[src/rtl/clkmon_pkg.sv]
// Shared types and defaults for the clock edge monitor.
package clkmon_pkg;

  localparam int unsigned CLKMON_CNT_W_DEFAULT = 16;

  typedef enum logic [2:0] {
    IDLE,
    MEASURE,
    CHECK,
    LOCKED,
    STUCK
  } clkmon_state_t;

endpackage

[src/rtl/global_if.sv]
// Global control signals shared across blocks; reset is synchronous, active-high.
interface global_if;

  logic reset;

  modport sink (input reset);

endinterface

[src/rtl/bit_synchronizer.sv]
// Generic N-flop single-bit synchronizer, cleared to 0 by the global reset.
module bit_synchronizer #(
  parameter int unsigned STAGES = 2
) (
  input  logic   clk_in,
  global_if.sink glb,
  input  logic   d,
  output logic   q
);

  logic [STAGES-1:0] sync_q;

  always_ff @(posedge clk_in) begin
    if (glb.reset) begin
      sync_q <= '0;
    end else begin
      sync_q <= {sync_q[STAGES-2:0], d};
    end
  end

  assign q = sync_q[STAGES-1];

endmodule

[src/rtl/clock_edge_monitor.sv]
// Monitors a slow clock as data: edge strobes, period measurement, lock and stuck detection.
// Optional high-phase measurement (high_time port) is built when CLKMON_DUTY_EN is defined.
module clock_edge_monitor
  import clkmon_pkg::*;
#(
  parameter int unsigned SYNC_STAGES = 2,
  parameter int unsigned CNT_W       = CLKMON_CNT_W_DEFAULT,
  parameter int unsigned TIMEOUT     = 1024
) (
  input  logic             clk_in,
  global_if.sink           glb,
  input  logic             mon_clk,
  output logic             rise_pulse,
  output logic             fall_pulse,
  output logic [CNT_W-1:0] period,
  output logic             period_valid,
  output logic             locked,
  output logic             stuck
`ifdef CLKMON_DUTY_EN
  ,
  output logic [CNT_W-1:0] high_time
`endif
);

  localparam logic [CNT_W-1:0] CNT_MAX   = '1;
  localparam logic [CNT_W-1:0] TIMEOUT_C = CNT_W'(TIMEOUT);

  logic             sync_q;
  logic             prev_q;
  logic             rise_c;
  logic             fall_c;
  logic [CNT_W-1:0] cnt_q;
  logic [CNT_W-1:0] cnt_next_c;
  logic             timeout_c;
  logic [CNT_W-1:0] last_period_q;
  logic [CNT_W-1:0] last_period_d;
  clkmon_state_t    state_q;
  clkmon_state_t    state_d;
  logic [CNT_W-1:0] period_d;
  logic             period_valid_d;
  logic             locked_d;
  logic             stuck_d;

  bit_synchronizer #(
    .STAGES (SYNC_STAGES)
  ) u_sync (
    .clk_in (clk_in),
    .glb    (glb),
    .d      (mon_clk),
    .q      (sync_q)
  );

  // Single-bit history makes rise and fall mutually exclusive.
  assign rise_c = sync_q & ~prev_q;
  assign fall_c = ~sync_q & prev_q;

  // Cycle counter restarts on each rise and saturates instead of wrapping.
  always_comb begin
    cnt_next_c = cnt_q;
    if (rise_c) begin
      cnt_next_c = CNT_W'(1);
    end else if (cnt_q != CNT_MAX) begin
      cnt_next_c = cnt_q + CNT_W'(1);
    end
  end

  // A rise in the same cycle always beats the timeout.
  assign timeout_c = !rise_c && (cnt_next_c == TIMEOUT_C) && (state_q != STUCK);

  always_comb begin
    state_d        = state_q;
    period_d       = period;
    period_valid_d = 1'b0;
    locked_d       = locked;
    stuck_d        = stuck;
    last_period_d  = last_period_q;

    case (state_q)
      IDLE: begin
        if (rise_c) begin
          state_d = MEASURE;
        end
      end
      MEASURE: begin
        if (rise_c) begin
          period_d       = cnt_q;
          period_valid_d = 1'b1;
          last_period_d  = cnt_q;
          state_d        = CHECK;
        end
      end
      CHECK: begin
        if (rise_c) begin
          period_d       = cnt_q;
          period_valid_d = 1'b1;
          if (cnt_q == last_period_q) begin
            state_d  = LOCKED;
            locked_d = 1'b1;
          end else begin
            last_period_d = cnt_q;
          end
        end
      end
      LOCKED: begin
        if (rise_c) begin
          period_d       = cnt_q;
          period_valid_d = 1'b1;
          if (cnt_q != last_period_q) begin
            state_d       = CHECK;
            locked_d      = 1'b0;
            last_period_d = cnt_q;
          end
        end
      end
      STUCK: begin
        // The first rise after a stall only restarts measurement.
        if (rise_c) begin
          state_d = MEASURE;
          stuck_d = 1'b0;
        end
      end
      default: begin
        state_d = IDLE;
      end
    endcase

    if (timeout_c) begin
      state_d  = STUCK;
      stuck_d  = 1'b1;
      locked_d = 1'b0;
    end
  end

  always_ff @(posedge clk_in) begin
    if (glb.reset) begin
      prev_q        <= 1'b0;
      cnt_q         <= '0;
      last_period_q <= '0;
      state_q       <= IDLE;
      rise_pulse    <= 1'b0;
      fall_pulse    <= 1'b0;
      period        <= '0;
      period_valid  <= 1'b0;
      locked        <= 1'b0;
      stuck         <= 1'b0;
    end else begin
      prev_q        <= sync_q;
      cnt_q         <= cnt_next_c;
      last_period_q <= last_period_d;
      state_q       <= state_d;
      rise_pulse    <= rise_c;
      fall_pulse    <= fall_c;
      period        <= period_d;
      period_valid  <= period_valid_d;
      locked        <= locked_d;
      stuck         <= stuck_d;
    end
  end

`ifdef CLKMON_DUTY_EN
  logic [CNT_W-1:0] high_cnt_q;

  // High phase spans rise_pulse to fall_pulse; both strobes share the same latency.
  always_ff @(posedge clk_in) begin
    if (glb.reset) begin
      high_cnt_q <= '0;
      high_time  <= '0;
    end else begin
      if (rise_pulse) begin
        high_cnt_q <= CNT_W'(1);
      end else if (high_cnt_q != CNT_MAX) begin
        high_cnt_q <= high_cnt_q + CNT_W'(1);
      end
      if (fall_pulse) begin
        high_time <= high_cnt_q;
      end
    end
  end
`endif

endmodule
[src/flat_wrapper.sv]
// flat-port wrapper written by rule: the top's interface ports become plain ports
module clock_edge_monitor_flat import clkmon_pkg::*;
#(
  parameter int unsigned SYNC_STAGES = 2,
  parameter int unsigned CNT_W       = CLKMON_CNT_W_DEFAULT,
  parameter int unsigned TIMEOUT     = 1024
)
  (clk_in, mon_clk, rise_pulse, fall_pulse, period, period_valid, locked, stuck, glb_reset);
  global_if glb_i ();
  input  logic clk_in;
  input  logic mon_clk;
  output logic rise_pulse;
  output logic fall_pulse;
  output logic [CNT_W-1:0] period;
  output logic period_valid;
  output logic locked;
  output logic stuck;
  input wire logic [$bits(glb_i.reset)-1:0] glb_reset;
  assign glb_i.reset = glb_reset;
  clock_edge_monitor #(.SYNC_STAGES(SYNC_STAGES), .CNT_W(CNT_W), .TIMEOUT(TIMEOUT)) u_core (.clk_in(clk_in), .glb(glb_i), .mon_clk(mon_clk), .rise_pulse(rise_pulse), .fall_pulse(fall_pulse), .period(period), .period_valid(period_valid), .locked(locked), .stuck(stuck));
endmodule
[config.mk]
export PLATFORM = sky130hd
export DESIGN_NAME = clock_edge_monitor_flat
export DESIGN_NICKNAME = d
export VERILOG_FILES = /design/src/rtl/clkmon_pkg.sv /design/src/rtl/global_if.sv /design/src/rtl/bit_synchronizer.sv /design/src/rtl/clock_edge_monitor.sv /design/src/flat_wrapper.sv
export SDC_FILE = /design/constraint.sdc
export NUM_CORES = 1
export LEC_CHECK = 0
export ABC_AREA = 0
export ABC_CLOCK_PERIOD_IN_PS = 6080
export CAP_MARGIN = 20
export CORE_MARGIN = 5
export CORE_UTILIZATION = 43
export CTS_CLUSTER_DIAMETER = 120
export CTS_CLUSTER_SIZE = 10
export DETAILED_ROUTE_END_ITERATION = 16
export SYNTH_ARGS = -nofsm -noshare
export SYNTH_HDL_FRONTEND = slang
export SYNTH_SLANG_ARGS = --single-unit
export TNS_END_PERCENT = 100
[constraint.sdc]
create_clock -name clk_in -period 6.08 [get_ports clk_in]
set_input_delay 0.912 -clock clk_in [delete_from_list [all_inputs] [get_ports clk_in]]
set_output_delay 0.912 -clock clk_in [all_outputs]
set_load 0.02 [all_outputs]
# After elaboration in Yosys (flattened, before gate mapping)
# Cells that the tools add are included.
[classes]
addsub = 1
mul = 0
n_div = 0
n_lt_le_gt_ge = 0
n_eq_ne = 22
n_shift = 0
muxes = 25
bitwise = 5
reduce_logical = 18
[op_table]
columns = ["operator", "count"]
rows = [
  ["2-to-1 mux 16 bit", 7],
  ["one-hot mux 16 bit (3 select lines)", 1],
  ["2-to-1 mux 3 bit", 7],
  ["inequality test 3 x 1 -> 1 bit (second input constant)", 6],
  ["AND reduction 6 bit", 3],
  ["adder 16 x 1 -> 16 bit (second input constant)", 1],
  ["== test 16 x 11 -> 1 bit (second input constant)", 1],
  ["== test 16 bit", 1],
  ["inequality test 16 bit", 1],
  ["inequality test 16 bit (second input constant)", 1],
  ["inequality test 2 x 1 -> 1 bit (second input constant)", 6],
  ["one-hot mux 3 bit (4 select lines)", 1],
  ["2-to-1 mux 1 bit", 8],
  ["== test 3 x 2 -> 1 bit (second input constant)", 2],
  ["nonzero test 2 bit", 3],
  ["OR reduction 2 bit", 3],
  ["AND reduction 5 bit", 1],
  ["AND reduction 2 bit", 2],
  ["== test 3 x 1 -> 1 bit (second input constant)", 1],
  ["== test 3 bit (second input constant)", 1],
  ["logical NOT 3 bit", 1],
  ["inequality test 3 bit (second input constant)", 1],
  ["NOT 1 bit", 3],
  ["nonzero test 3 bit", 1],
  ["6 further kinds", 8],
]
[totals]
reg_bits = 59
latch_bits = 0
ram_bits = 0
mem_bits_ro = 0
out_inout_bits = 21
wordCells = 83
mem_count = 0

# Logic depth before layout (Yosys ltp)
# Gate-level depths: netlist (run 1).
[logic_depth]
ltp_word = 8
ltp_mapped = 8

# By module
# Synthesis (run 1) repeated with hierarchy kept, for this count alone.
[unflattened]
hier_cells = 321
area_unflattened_um2 = 2902.8
[by_module_without_submodules]
columns = ["module", "instances", "cells_per_inst", "area_per_inst_um2"]
rows = [
  ["clock_edge_monitor", 1, 317, 2850.2],
  ["bit_synchronizer", 1, 4, 52.6],
]

# Worst setup path after synthesis (run 1)
# OpenSTA, ideal clock, no wires.
[synth_path]
path_kind = "reg2reg"
from = "reg u_core.cnt_q[0]"
to = "reg u_core.state_q[1]"
setup_ns = 0.103
t_arrival_ns = 2.063
t_required_ns = 5.977
path_slack_ns = 3.914
path_stages_with_launch = 8
path_buffers = 0
cell_sequence = "dfxtp_1 ha_1 nand3_1 nor4_4 nor2_1 a211oi_1 nor4b_4 a2111oi_2"
[synth_between]
elab_chain_len = 7
[synth_rtl]
columns = ["element", "line", "text"]
rows = [
  ["start: declaration", "clock_edge_monitor.sv:32", "logic [CNT_W-1:0] cnt_q;"],
  ["start signal: assignment", "clock_edge_monitor.sv:148", "cnt_q <= cnt_next_c;"],
  ["adder 16 x 1 -> 16 bit or inequality test 16 bit (tied branches)", "clock_edge_monitor.sv:63, clock_edge_monitor.sv:62", ""],
  ["2-to-1 mux 16 bit", "clock_edge_monitor.sv:62", "end else if (cnt_q != CNT_MAX) begin"],
  ["2-to-1 mux 16 bit", "clock_edge_monitor.sv:60", "if (rise_c) begin"],
  ["== test 16 x 11 -> 1 bit", "clock_edge_monitor.sv:68", "assign timeout_c = !rise_c && (cnt_next_c == TIMEOUT_C) && (state_q != STUCK);"],
  ["logical AND 1 bit (2 in a row)", "clock_edge_monitor.sv:68", ""],
  ["OR reduction 2 bit (no line)", "-", ""],
  ["end signal: assignment", "clock_edge_monitor.sv:150", "state_q <= state_d;"],
  ["end: declaration", "clock_edge_monitor.sv:37", "clkmon_state_t state_q;"],
]
# Several ways; a longest one is shown, not always the timed one.
# A chain may end at the register's enable or synchronous reset.

# Worst setup path after layout (run 1)
# Same ends and word-level chain as after synthesis.

==> out/qor_table.md, run 1 <==
| Stage | Quantity | Reported |
|:---|:---|:---|
| timing | Upper clock frequency limit | 337 MHz |
| timing | Worst hold-check slack | 0.450 ns |
| logic synthesis | Synth cell types | 51 |
| worst setup path | FF-to-FF setup slack | 3.12 ns |
| grt | Largest net degree at the start of global routing | 43 |
| cells and area | Antenna cells | 0 |
| power and ir drop | IR drop worst, VDD | 0.112 mV |
| worst setup path | Slowest stage delay, CP | 0.61 ns |
| worst setup path | Timing startpoint of the critical path | u_core.cnt_q[0] |
| power and ir drop | Combinational cell fraction of total power | 0.048 |
| worst setup path | Highest-delay cell along the critical path | sky130_fd_sc_hd__nor4_4 |
| logic synthesis | Syn Std Cell Area | 2800 µm² |
| clock network | Clock latency of the later-clocked register in the worst-skew pair | 0.33 ns |
| clock network | Hold-fix buffer count after cts | 0 |
| logic synthesis | Area share of the largest cell type after synthesis | 0.421 |
| worst setup path | Worst setup path category | register to register |
| clock network | Cell chosen for the clock root | sky130_fd_sc_hd__clkbuf_8 |
| logic synthesis | Number of synthesized flops with an enable pin | 0 |
| worst setup path | Critical path data required time | 6.32 ns |
| clock network | Clock tree from TritonCTS | yes |
| logic synthesis | Most instantiated library cell after synthesis | sky130_fd_sc_hd__dfxtp_1 |
| grt | First-pass GRT wire length | 10100 µm |
| logic synthesis | Library cell occupying the most area in the post-synthesis netlist | sky130_fd_sc_hd__dfxtp_1 |
| route | Number of design-rule violations left by the first detailed-router iteration | 180 |
| timing | Total negative slack for setup checks | 0 ns |
| route | Total via count in the routed design | 2183 |
| route | Post-DR vias/cell | 5.40 |
| worst setup path | WP data arrival | 3.20 ns |
| clock network | Number of buffers created by CTS | 9 |
| worst setup path | Worst Setup EP | u_core.state_q[1] |
| logic synthesis | Post-synth top flop | sky130_fd_sc_hd__dfxtp_1 |
| die | Height of the die | 90.7 µm |
| logic synthesis | Net count of the mapped netlist | 318 |
| power and ir drop | Leakage power summed over all cells | 0.00131 µW |
| worst setup path | Maximum fanout count along the critical path | 10 |
| route | Routed WL | 6210 µm |
| timing | Max-slew violations | 0 |
| timing | Setup Skew | 0.00590 ns |
| die | Die area | 8230 µm² |
| power and ir drop | Portion of total power attributed to sequential cells | 0.537 |
| logic synthesis | Sequential element share of the synthesized area | 0.421 |
| timing | Slew @ Worst Pin | 1.06 ns |
| die | Initial core utilization | 0.441 |
| worst hold path | Min-delay worst type | register to register |
| logic synthesis | Avg Inst Size Synth | 8.93 µm² |
| timing | Setup-violating endpoint count in the final report | 0 |
| route | Number of remaining DRC errors | 0 |
| worst setup path | Largest delay share family, worst path | simple AND/OR/NAND/NOR gates |
| logic synthesis | Syn. warnings | 0 |
| worst setup path | Startpoint of the worst register-to-register path | u_core.cnt_q[0] |
| worst setup path | Launching element type of the critical path | register |
| logic synthesis | Synth cell count leaders | 59 x sky130_fd_sc_hd__dfxtp_1, 48 x sky130_fd_sc_hd__nand2_1, 30 x sky130_fd_sc_hd__nor2_1 |
| clock network | Number of instances resized during post-cts repair | 0 |
| timing | Final Hold Violating Endpoints | 0 |
| cells and area | Area Growth Syn to Fin | 12.3% |
| die | DIE WIDTH | 90.7 µm |
| clock network | Bufs on Longest Clock Path | 2 |
| clock network | Worst-path clk slew | 0.07 ns |
| clock network | Number of sinks driven by the clock tree | 59 |
| worst setup path | Endpoint of the most critical register-to-register path | u_core.state_q[1] |
| power and ir drop | Switching Share | 0.245 |
| power and ir drop | Int Power | 558 µW |
| die | Std-Cell Rows | 29 |
| logic synthesis | Yosys reg bits | 59 |
| route | Final antenna-violating net count | 0 |
| worst setup path | Logic depth of the worst path, buffers included | 7 |
| route | Count of TritonRoute iterations in the first routing pass | 4 |
| worst setup path | Sort of element at the end of the critical path | register |
| status | Outcome | finished, final reports clean |
| logic synthesis | Post-Synthesis Cells | 314 |
| worst setup path | Ordered cell list for the critical path | ha_1, nand3_1, nor4_4, nor2_1, a211oi_1, nor4b_4, a2111oi_2 |
| route | Average detailed-routed wire length per instance | 15.4 µm |
| placed design | Placed wire-length estimate | 4160 µm |
| power and ir drop | Net Sw Power | 181 µW |
| placed design | Quantity of I/O buffers inserted on ports | 23 |
| grt | Residual overflow from global routing | 0 |
| power and ir drop | Cell area power density | 235 nW/µm² |
| worst setup path | Worst path buffer plus inverter count | 0 |
| power and ir drop | Part of the total power dissipated in the clock network | 0.415 |
| cells and area | Number of nets at the end of the flow | 327 |
| logic synthesis | Main area contributors after synthesis | sky130_fd_sc_hd__dfxtp_1 42%, sky130_fd_sc_hd__mux2i_1 6.4%, sky130_fd_sc_hd__nand2_1 6.4% |
| logic synthesis | Async set-reset flop share out of synthesis | 0 |
| run | Max-cap violations | 0 |
| timing | Max transition margin | 0.290 |
| clock network | Number of levels in the clock H-tree | 3 |
| worst setup path | FF-to-FF path depth | 7 |
| timing | Final min period | 2.96 ns |
| die | Core outline area | 6350 µm² |
| die | Number of I/O pins | 24 |
| clock network | Post-CTS setup repair buffer count | 0 |
| grt | Number of antenna violations at the first check in global routing | 0 |
| timing | Fin crit share | 0.487 |
| placed design | Placer congestion estimate | 0.868 |
| grt | Vias in the first global route | 1989 |
| timing | RSZ-0062 raised after global routing | false |
| grt | Tot GR Track Use | 0.155 |
| cells and area | Share of cells above drive strength 1 | 0.0979 |
[cells by family after synthesis]
family                     Yosys count  share of synthesized area
AOI/OAI and AO/OA                   50                      0.120
and+or+nand+nor                    129                      0.242
DFF                                 59                      0.421
buffers and inverters               31                     0.0656
adders and majority gates            1                    0.00446
muxes                               20                     0.0723
xor gates and xnor gates            24                     0.0750
[layout make-up]
cell class	count	area, µm²
Inverter	4	15.0
Sequential cell	59	1180
Multi-Input combinational cell	224	1440
Timing Repair Buffer	25	249
Clock inverter	5	30.0
Fill cell	577	3200
Tap cell	77	96.3
Clock buffer	10	138
[through the flow]
| step | utilization | area (µm²) | worst slack [ns] | power [µW] | instances |
|---|---|---|---|---|---|
| finish | 0.496 | 3150 | 3.12 | 740 | 404 |
| global route | 0.496 | 3150 | 2.86 | 772 | 404 |
| CTS | 0.494 | 3140 | 3.13 | 747 | 403 |
| detailed placement | 0.467 | 2970 | 3.15 | 441 | 388 |
| global placement | 0.467 | 2970 | 3.15 | 441 | 388 |
| floorplan | - | 2800 | 3.91 | 431 | 314 |
[state kept, by name, indices dropped and copies added (netlist names)]
signal and flops:
u_core.period_valid 1, u_core.fall_pulse 1, u_core.prev_q 1, u_core.u_sync.sync_q 2
u_core.cnt_q 16, u_core.period 16, u_core.state_q 3, u_core.last_period_q 16
u_core.locked 1, u_core.rise_pulse 1, u_core.stuck 1
[power by group through the flow]
stage               registers (µW)  logic (µW)  clock network, µW
detailed placement             406        35.1                  0
global route                   397        39.6                336
global placement               406        35.7                  0
floorplan                      402        28.7                  0
finish                         397        35.7                307
CTS                            397        35.5                315
[worst register-to-register path, stage by stage, from the launching register on]
cell	delay, ns
sky130_fd_sc_hd__dfxtp_1	0.59
sky130_fd_sc_hd__ha_1	0.37
sky130_fd_sc_hd__nand3_1	0.27
sky130_fd_sc_hd__nor4_4	0.61
sky130_fd_sc_hd__nor2_1	0.11
sky130_fd_sc_hd__a211oi_1	0.42
sky130_fd_sc_hd__nor4b_4	0.13
sky130_fd_sc_hd__a2111oi_2	0.36
[worst min path at each step]
stage	from	cells past startpoint	endpoint
final	u_core.u_sync.sync_q[0]	1	u_core.u_sync.sync_q[1]
after global routing	u_core.u_sync.sync_q[0]	1	u_core.u_sync.sync_q[1]
after CTS	u_core.period[1]	2	u_core.period[1]
after detailed placement	u_core.u_sync.sync_q[0]	1	u_core.u_sync.sync_q[1]
after global placement	u_core.period[11]	2	u_core.period[11]
after floorplan	u_core.u_sync.sync_q[0]	1	u_core.u_sync.sync_q[1]
[cells in the final DEF (no fill, tap or decap), types with 3 or more instances in the layout]
master	netlist	layout
sky130_fd_sc_hd__nor2_1	30	30
sky130_fd_sc_hd__xor2_1	20	20
sky130_fd_sc_hd__nand4_1	8	8
sky130_fd_sc_hd__nand2_1	48	48
sky130_fd_sc_hd__clkinv_2	0	3
sky130_fd_sc_hd__nand3_1	3	3
sky130_fd_sc_hd__o21ai_0	4	4
sky130_fd_sc_hd__xnor2_1	4	4
sky130_fd_sc_hd__clkbuf_8	0	10
sky130_fd_sc_hd__nor3_1	8	8
sky130_fd_sc_hd__nor4_1	5	5
sky130_fd_sc_hd__nor2b_1	6	6
sky130_fd_sc_hd__dfxtp_1	59	59
sky130_fd_sc_hd__clkdlybuf4s50_1	0	23
sky130_fd_sc_hd__a31oi_1	3	3
sky130_fd_sc_hd__a21oi_1	23	23
sky130_fd_sc_hd__a211oi_1	3	3
sky130_fd_sc_hd__nand2b_1	5	5
sky130_fd_sc_hd__inv_1	4	4
sky130_fd_sc_hd__mux2i_1	18	18
[per-layer routing]
metal  wire, µm  global-route usage
met1       3170               0.217
met2       2640               0.208
met3        298              0.0517
met4        100              0.0782
met5          0                   0
(Power assumes the default switching activity.)
==> run 2, diff against run 1 <==
--- a/config.mk
+++ b/config.mk
@@ -6,7 +6,7 @@
 export NUM_CORES = 1
 export LEC_CHECK = 0
 export ABC_AREA = 0
-export ABC_CLOCK_PERIOD_IN_PS = 6080
+export ABC_CLOCK_PERIOD_IN_PS = 2500
 export CAP_MARGIN = 20
 export CORE_MARGIN = 5
 export CORE_UTILIZATION = 43
==> constraint.sdc (replaced) <==
create_clock -name clk_in -period 2.5 [get_ports clk_in]
set_input_delay 0.375 -clock clk_in [delete_from_list [all_inputs] [get_ports clk_in]]
set_output_delay 0.375 -clock clk_in [all_outputs]
set_load 0.02 [all_outputs]
==> out/qor_table.md, run 2 (synthesis results as in run 1) <==
| Stage | Quantity | Reported |
|:---|:---|:---|
| timing | Final min period | 2.30 ns |
| die | Core outline area | 6350 µm² |
| power and ir drop | Portion of total power attributed to sequential cells | 0.474 |
| power and ir drop | Net Sw Power | 449 µW |
| clock network | Number of levels in the clock H-tree | 3 |
| placed design | Placed wire-length estimate | 4430 µm |
| cells and area | Share of cells above drive strength 1 | 0.147 |
| timing | RSZ-0062 raised after global routing | false |
| power and ir drop | Switching Share | 0.222 |
| clock network | Bufs on Longest Clock Path | 2 |
| die | Number of I/O pins | 24 |
| grt | Largest net degree at the start of global routing | 42 |
| timing | Fin crit share | 0.921 |
| timing | Total negative slack for setup checks | 0 ns |
| clock network | Worst-path clk slew | 0.07 ns |
| route | Average detailed-routed wire length per instance | 15.0 µm |
| clock network | Number of sinks driven by the clock tree | 59 |
| grt | Tot GR Track Use | 0.159 |
| cells and area | Most frequent standard cell in the layout excluding fill and tap cells | sky130_fd_sc_hd__dfxtp_1 |
| placed design | Quantity of I/O buffers inserted on ports | 23 |
| route | Final antenna-violating net count | 0 |
| timing | Final Hold Violating Endpoints | 0 |
| timing | Max transition margin | 0.608 |
| timing | Upper clock frequency limit | 434 MHz |
| timing | Setup-violating endpoint count in the final report | 0 |
| cells and area | Number of nets at the end of the flow | 346 |
| clock network | Cell chosen for the clock root | sky130_fd_sc_hd__clkbuf_8 |
| grt | Number of antenna violations at the first check in global routing | 0 |
| run | Max-cap violations | 0 |
| cells and area | Area Growth Syn to Fin | 19.4% |
| grt | First-pass GRT wire length | 10500 µm |
| power and ir drop | Combinational cell fraction of total power | 0.052 |
| power and ir drop | Int Power | 1570 µW |
| worst setup path | Maximum fanout count along the critical path | 9 |
| route | Number of design-rule violations left by the first detailed-router iteration | 170 |
| worst setup path | WP data arrival | 2.58 ns |
| status | Outcome | finished, final reports clean |
| route | Count of TritonRoute iterations in the first routing pass | 4 |
| die | Die area | 8230 µm² |
| grt | Vias in the first global route | 2069 |
| clock network | Clock tree from TritonCTS | yes |
| clock network | Number of instances resized during post-cts repair | 0 |
| timing | Slew @ Worst Pin | 0.588 ns |
| worst setup path | Launching element type of the critical path | register |
| die | Std-Cell Rows | 29 |
| worst hold path | Min-delay worst type | register to register |
| timing | Max-slew violations | 0 |
| route | Routed WL | 6360 µm |
| timing | Min setup slack post-route | 0.197 ns |
| clock network | Post-CTS setup repair buffer count | 0 |
| die | Height of the die | 90.7 µm |
| cells and area | Highest-count cells in the layout ignoring fill and taps | 59 x sky130_fd_sc_hd__dfxtp_1, 48 x sky130_fd_sc_hd__nand2_1, 30 x sky130_fd_sc_hd__nor2_1 |
| cells and area | Antenna cells | 0 |
| clock network | Number of buffers created by CTS | 9 |
| power and ir drop | Cell area power density | 603 nW/µm² |
| grt | Residual overflow from global routing | 0 |
| worst setup path | Sort of element at the end of the critical path | register |
| clock network | Hold-fix buffer count after cts | 0 |
| route | Number of remaining DRC errors | 0 |
| placed design | Worst setup slack before clock tree synthesis | 0.208 ns |
| power and ir drop | Leakage power summed over all cells | 0.00143 µW |
| worst setup path | Critical path data required time | 2.78 ns |
| worst setup path | Worst setup path category | register to register |
| placed design | Placer congestion estimate | 0.984 |
| timing | Setup Skew | 0.00479 ns |
| power and ir drop | IR drop worst, VDD | 0.479 mV |
| cells and area | Registers with the highest flip-flop counts | u_core.cnt_q (16), u_core.last_period_q (16), u_core.period (16) |
| route | Post-DR vias/cell | 5.31 |
| route | Total via count in the routed design | 2248 |
| clock network | Clock latency of the later-clocked register in the worst-skew pair | 0.34 ns |
| power and ir drop | Part of the total power dissipated in the clock network | 0.474 |
| die | Initial core utilization | 0.441 |
| die | DIE WIDTH | 90.7 µm |
-- run 2: worst paths after layout --
kind                           start  cells after the start  slack [ns]                      end
max                  u_core.cnt_q[0]                      7        0.20        u_core.state_q[2]
max reg2reg          u_core.cnt_q[0]                      7        0.20        u_core.state_q[2]
min reg2reg  u_core.u_sync.sync_q[0]                      1        0.44  u_core.u_sync.sync_q[1]
min          u_core.u_sync.sync_q[0]                      1        0.44  u_core.u_sync.sync_q[1]
-- run 2: power groups by stage --
stage          registers, µW  clock network (µW)  logic (µW)
2_1_floorplan            978                   0        69.8
6_report                 956                 957         105
3_3_place_gp             977                   0         106
5_1_grt                  956                1020         115
3_5_place_dp             977                   0         104
4_1_cts                  955                 975         105
-- run 2: worst max-delay path: stages (launching register included) --
cell                      delay [ns]
sky130_fd_sc_hd__dfxtp_1        0.33
sky130_fd_sc_hd__buf_4          0.17
sky130_fd_sc_hd__nand4_1        0.18
sky130_fd_sc_hd__or4_4          0.47
sky130_fd_sc_hd__mux2i_1        0.22
sky130_fd_sc_hd__nand4_1        0.20
sky130_fd_sc_hd__nor4b_4        0.42
sky130_fd_sc_hd__o221a_1        0.25
-- run 2: metal layers --
metal	up-vias	global-route usage	share of wire	wire length, µm
li1	1137	-	-	-
met1	1055	0.225	0.50	3170
met2	49	0.232	0.44	2790
met3	7	0.0408	0.051	322
met4	0	0.0558	0.011	70
met5	-	0	0	0
-- run 2: final cells by class --
| class | count | area (µm²) |
|---|---|---|
| clock inverter | 5 | 77.6 |
| timing repair buffer | 44 | 400 |
| multi-input combinational | 224 | 1440 |
| fill | 594 | 3000 |
| tap | 77 | 96.3 |
| sequential | 59 | 1180 |
| clock buffer | 10 | 138 |
| inverter | 4 | 15.0 |
-- run 2: per-stage QoR --
| step | power (µW) | cells | area (µm²) | util | hold slack [ns] |
|---|---|---|---|---|---|
| floorplan | 1050 | 314 | 2800 | - | 0.414 |
| global placement | 1080 | 408 | 3130 | 0.493 | 0.433 |
| detailed placement | 1080 | 408 | 3130 | 0.493 | 0.426 |
| CTS | 2040 | 423 | 3350 | 0.527 | 0.441 |
| global route | 2090 | 423 | 3350 | 0.527 | 0.461 |
| finish | 2020 | 423 | 3350 | 0.527 | 0.438 |
